**config.mk**
```make
export PLATFORM = sky130hd
export DESIGN_NAME = instr_fetch_unit
export DESIGN_NICKNAME = d
export VERILOG_FILES = /design/src/rtl/instr_fetch_unit.sv
export SDC_FILE = /design/constraint.sdc
export NUM_CORES = 1
export LEC_CHECK = 0
export ABC_AREA = 0
export CAP_MARGIN = 20
export CORE_MARGIN = 2
export CORE_UTILIZATION = 45
export DETAILED_ROUTE_END_ITERATION = 10
export GPL_ROUTABILITY_DRIVEN = 0
export PLACE_DENSITY = 0.67
export RECOVER_POWER = 100
export SETUP_SLACK_MARGIN = 0.02
export SLEW_MARGIN = 20
export SYNTH_ARGS = -nofsm -noshare
export SYNTH_HDL_FRONTEND = slang
export SYNTH_SLANG_ARGS = --single-unit
```
**constraint.sdc**
```tcl
create_clock -name clk -period 6.3 [get_ports clk]
set_clock_uncertainty 0.2 [all_clocks]
set_input_delay 1.575 -clock clk [delete_from_list [all_inputs] [get_ports clk]]
set_output_delay 1.575 -clock clk [all_outputs]
set_load 0.005 [all_outputs]
```
**src/rtl/instr_fetch_unit.sv**
```systemverilog
// Instruction fetch unit: program counter, single-outstanding memory fetch, prefetch queue and
// redirect flush. Define FETCH_PERF_CNT_EN to add the fetch_count/discard_count outputs.
module instr_fetch_unit #(
   parameter logic [15:0] RESET_PC    = 16'h0000,
   parameter int unsigned QUEUE_DEPTH = 2
) (
   input  logic        clk,
   input  logic        rst_n,
   output logic        mem_req,
   output logic [15:0] mem_addr,
   input  logic        mem_ack,
   input  logic [15:0] mem_rdata,
   output logic        instr_valid,
   input  logic        instr_ready,
   output logic [15:0] instr,
   output logic [15:0] instr_pc,
   input  logic        redirect_valid,
   input  logic [15:0] redirect_pc
`ifdef FETCH_PERF_CNT_EN
   ,
   output logic [15:0] fetch_count,
   output logic [15:0] discard_count
`endif
);

   typedef enum logic [1:0] {StIdle, StReq, StDrain} state_e;

   localparam logic [2:0] Depth  = 3'(QUEUE_DEPTH);
   localparam logic [1:0] PtrMax = 2'(QUEUE_DEPTH - 1);

   state_e      state_q, state_d;
   logic [15:0] pc_q, pc_d;
   logic [15:0] target_q, target_d;
   logic [2:0]  count_q, count_d;
   logic [1:0]  rd_ptr_q, rd_ptr_d;
   logic [1:0]  wr_ptr_q, wr_ptr_d;
   logic [15:0] q_data [4];
   logic [15:0] q_pc [4];
   logic        ack, push, pop;
   logic [2:0]  occ_after;

   function automatic logic [1:0] ptr_inc(input logic [1:0] p);
      return (p == PtrMax) ? 2'd0 : p + 2'd1;
   endfunction

   assign mem_req     = (state_q != StIdle);
   assign mem_addr    = pc_q;
   assign ack         = mem_req && mem_ack;
   assign instr_valid = (count_q != 3'd0) && !redirect_valid;
   assign instr       = (count_q != 3'd0) ? q_data[rd_ptr_q] : 16'h0000;
   assign instr_pc    = (count_q != 3'd0) ? q_pc[rd_ptr_q] : 16'h0000;
   assign pop         = instr_valid && instr_ready;
   // Occupancy after a push on this edge, including any same-cycle pop.
   assign occ_after   = count_q + 3'd1 - {2'b00, pop};

   always_comb begin
      state_d  = state_q;
      pc_d     = pc_q;
      target_d = target_q;
      push     = 1'b0;
      unique case (state_q)
         StIdle: begin
            if (redirect_valid) begin
               pc_d = redirect_pc;
            end else if (count_q < Depth) begin
               state_d = StReq;
            end
         end
         StReq: begin
            if (redirect_valid) begin
               if (ack) begin
                  pc_d = redirect_pc;
               end else begin
                  // Keep the outstanding address on the bus until memory answers.
                  target_d = redirect_pc;
                  state_d  = StDrain;
               end
            end else if (ack) begin
               push = 1'b1;
               pc_d = pc_q + 16'd1;
               if (occ_after >= Depth) begin
                  state_d = StIdle;
               end
            end
         end
         StDrain: begin
            if (ack) begin
               pc_d    = redirect_valid ? redirect_pc : target_q;
               state_d = StReq;
            end else if (redirect_valid) begin
               target_d = redirect_pc;
            end
         end
         default: state_d = StIdle;
      endcase
   end

   always_comb begin
      count_d  = count_q;
      rd_ptr_d = rd_ptr_q;
      wr_ptr_d = wr_ptr_q;
      if (redirect_valid) begin
         count_d  = 3'd0;
         rd_ptr_d = 2'd0;
         wr_ptr_d = 2'd0;
      end else begin
         if (push) wr_ptr_d = ptr_inc(wr_ptr_q);
         if (pop) rd_ptr_d = ptr_inc(rd_ptr_q);
         count_d = count_q + {2'b00, push} - {2'b00, pop};
      end
   end

   always_ff @(posedge clk) begin
      if (!rst_n) begin
         state_q  <= StIdle;
         pc_q     <= RESET_PC;
         target_q <= 16'h0000;
         count_q  <= 3'd0;
         rd_ptr_q <= 2'd0;
         wr_ptr_q <= 2'd0;
      end else begin
         state_q  <= state_d;
         pc_q     <= pc_d;
         target_q <= target_d;
         count_q  <= count_d;
         rd_ptr_q <= rd_ptr_d;
         wr_ptr_q <= wr_ptr_d;
      end
   end

   // Entry storage needs no reset: the head is masked to zero while the queue is empty.
   always_ff @(posedge clk) begin
      if (push) begin
         q_data[wr_ptr_q] <= mem_rdata;
         q_pc[wr_ptr_q]   <= pc_q;
      end
   end

`ifdef FETCH_PERF_CNT_EN
   logic        discard;
   logic [15:0] fetch_cnt_q, discard_cnt_q;

   assign discard = ack && (redirect_valid || state_q == StDrain);

   always_ff @(posedge clk) begin
      if (!rst_n) begin
         fetch_cnt_q   <= 16'h0000;
         discard_cnt_q <= 16'h0000;
      end else begin
         if (ack) fetch_cnt_q <= fetch_cnt_q + 16'd1;
         if (discard) discard_cnt_q <= discard_cnt_q + 16'd1;
      end
   end

   assign fetch_count   = fetch_cnt_q;
   assign discard_count = discard_cnt_q;
`endif

endmodule

```
==> impl_metrics.yaml <==
status:
  status: "finished, violations left"
  violations: "capacitance limit, slew limit"
setup_path:
  critPathMaxFanout: 25
  r2r-end: "q_pc[2][10]"
  crit_end: "instr[2]"
  reg2reg_from: "state_q[1]"
  crit_path_end_kind: "primary output"
  path_class: "reg2out"
  worstSetupStartpointType: "register"
  r2r.worst_path.cells: 7
  cp.required_ps: 4530
  arrival_ps: 3370
  r2r_slack_ps: 2590
layout:
  layout.nets: 638
  seq_area_um2: 4700
  drive_above_1_share_pct: 11.4
  syn2layout_area_growth_pct: 22.3
  n_fill_cell: 1274
  finalNonFillerCells: 819
  stdcell_area_um2: 8760
  final_cell_mix: "edfxtp_1, dlygate4sd3_1, nand2_1"
  multiInputGateArea_um2: 2290
  layout_commonest_cell: "edfxtp_1"
  antenna_cells: 0
clock_tree:
  cts_inserted_buffers: 17
  cts-root-buf: "clkbuf_16"
  post-cts-setup-buffers: 0
  cts_resized: 0
  cts.sinks: 171
  cts_tree: "yes"
  cts.hold.buffers_added: 0
  clk_latency_ps: 420
  cts_buffer_depth: 2
  clkTransAtPathRegs_ps: 60
  htreeDepth: 4
place:
  dpl.cell_count: 788
  hpwlAfterDp_mm: 9.70
  io_buffers: 86
  place_area_um2: 8260
floorplan:
  core_area_um2: 15700
  start_util_pct: 45.6
  fp.dieArea_um2: 16900
  die_w_um: 130
  boundaryPins: 87
  row_count: 46
  die_h_um: 130
global_route:
  grt_pass1_wl_mm: 23.2
  grt_pass1_vias: 4406
  globalRouteOverflowTotal: 0
  grt_max_degree: 35
  use_met3_pct: 4.76
  grt.busiest_layer: "met2"
  antenna_found_initial: 0
  grt_util_met1_pct: 24.4
  grt.met2_usage_pct: 30.3
  gr-usage-all-layers_pct: 18.4
timing:
  fin_crit_ps: 5150
  rsz0062_at_grt: "no"
  setup_viol: 0
  slew_viol_final: 158
  maxSlewHeadroom_pct: -39.8
  fmax_mhz: 194
  hold_viol: 0
  fin_setup_tns_ps: 0
  tightestPinTransition_ps: 2100
  min_period_over_period_pct: 81.7
synth:
  ys_types: 55
  async_reset_ff_share_pct: 0
  synthMuxAreaShare_pct: 10.3
  synth_flop_cell: "edfxtp_1"
  seq_area_frac_synth_pct: 65.7
  synth_edf_count: 128
  ys_seq_elements: 171
  yosys.area_share.simple_pct: 11.0
  synth_top_family_by_area: "simple AND/OR/NAND/NOR gates"
  synth_area_um2: 7160
  syn-num-nets: 550
  avgSynthCellArea_um2: 14.2
  synth_xor_area_share_pct: 0.734
  yosys_warnings: 0
  synth_compound_area_share_pct: 8.18
  syn_inst: 503
  synth-adder-area-share_pct: 1.85
flow_run:
  cap_violations: 5
power_and_ir_drop:
  power.density_nw_per_um2: 337
  p_leak_nw: 2.95
  vdd_drop_max_v: 0.000209
drt:
  via_per_inst: 5.52
  wire_per_inst_um: 18.2
  drt_iter0_markers: 379
  drc: 0
  drt_wl_total_mm: 14.9
  postRouteAntennaNets: 0
  firstDrtPassIters: 5
  vias: 4523
hold_path:
  worstHoldPathType: "reg2reg"
==> routing by layer <==
metal | vias up | part of all wire, %
li1 | 2090 | -
met1 | 2223 | 43
met2 | 189 | 48
met3 | 21 | 7.3
met4 | 0 | 1.4
met5 | - | 0
==> cell usage after synthesis, types with 2 or more instances <==
| cell | number | area [um2] |
|---|---|---|
| a21oi_1 | 28 | 140 |
| a221oi_1 | 4 | 35.0 |
| a22o_1 | 6 | 52.6 |
| a22oi_1 | 5 | 37.5 |
| a31oi_1 | 4 | 25.0 |
| a32o_1 | 2 | 20.0 |
| and3_1 | 6 | 37.5 |
| and4_1 | 2 | 17.5 |
| buf_2 | 8 | 40.0 |
| clkbuf_1 | 12 | 45.0 |
| dfxtp_1 | 43 | 861 |
| edfxtp_1 | 128 | 3840 |
| ha_1 | 9 | 113 |
| inv_1 | 13 | 48.8 |
| inv_2 | 2 | 7.51 |
| mux2i_1 | 2 | 20.0 |
| mux4_2 | 32 | 721 |
| nand2_1 | 54 | 203 |
| nand2b_1 | 2 | 12.5 |
| nand3_1 | 7 | 35.0 |
| nand4_1 | 3 | 18.8 |
| nor2_1 | 25 | 93.8 |
| nor2b_1 | 34 | 213 |
| nor3_1 | 8 | 40.0 |
| nor3b_1 | 3 | 22.5 |
| nor4_1 | 2 | 12.5 |
| o211a_1 | 2 | 20.0 |
| o211ai_1 | 6 | 45.0 |
| o21ai_0 | 14 | 70.1 |
| o22ai_1 | 4 | 25.0 |
| o31ai_1 | 2 | 15.0 |
| o41ai_1 | 2 | 17.5 |
| or2_2 | 3 | 18.8 |
| xnor2_1 | 2 | 17.5 |
| xor2_1 | 4 | 35.0 |
==> stage by stage <==
stage	hold WS [ps]	util [%]	worst slack, ps	power (mW)
after floorplan	229	-	1290	1.77
after global placement	239	52.6	1500	2.00
after detailed placement	249	52.6	1500	2.02
after CTS	258	56.0	1500	2.98
after global routing	280	55.7	786	3.08
final	255	55.7	1150	2.95
==> flip-flops by register name, indices dropped and copies added (netlist names), named ones only <==
| name | cells |
|---|---|
| q_data | 64 |
| q_pc | 64 |
| mem_addr | 16 |
| target_q | 16 |
| count_q | 3 |
| rd_ptr_q | 2 |
| state_q | 2 |
| wr_ptr_q | 2 |
==> worst min-delay path by stage <==
stage                  from           end  depth (start not counted)
4_1_cts        target_q[12]  target_q[12]                          2
2_1_floorplan   rd_ptr_q[1]      register                          1
3_5_place_dp   target_q[12]  target_q[12]                          2
6_report        target_q[9]   target_q[9]                          2
3_3_place_gp    rd_ptr_q[1]   rd_ptr_q[1]                          1
5_1_grt        target_q[14]  target_q[14]                          2
==> power breakdown <==
group	total (mW)	internal [mW]	switching, mW
combinational	0.518	0.220	0.298
clock	0.971	0.577	0.394
sequential	1.46	1.33	0.129
total	2.95	2.13	0.821
==> cell type report <==
cell class | count | share of cell area [%]
clock inverter | 9 | 1.13
timing repair buffer | 91 | 10.2
tap | 216 | 3.09
multi-input combinational | 294 | 26.1
inverter | 16 | 0.686
sequential | 171 | 53.7
clock buffer | 22 | 5.07
==> critical path: stages (launching register included) <==
cell and delay [ps]:
dfxtp_1 1410, buf_4 410, mux4_2 510, nor2b_1 140, clkdlybuf4s50_1 470
==> cells by family (layout without fill, tap and decap cells) <==
family / after synthesis / in the layout
flip-flops: 171 / 171
AND/OR/NAND/NOR: 155 / 155
AO/OA/AOI/OAI: 89 / 89
buffers and inverters: 38 / 138
multiplexers: 34 / 34
adder cells (fa/ha/maj): 10 / 10
XOR/XNOR: 6 / 6
Note: power is estimated with default switching activity, not from simulation.
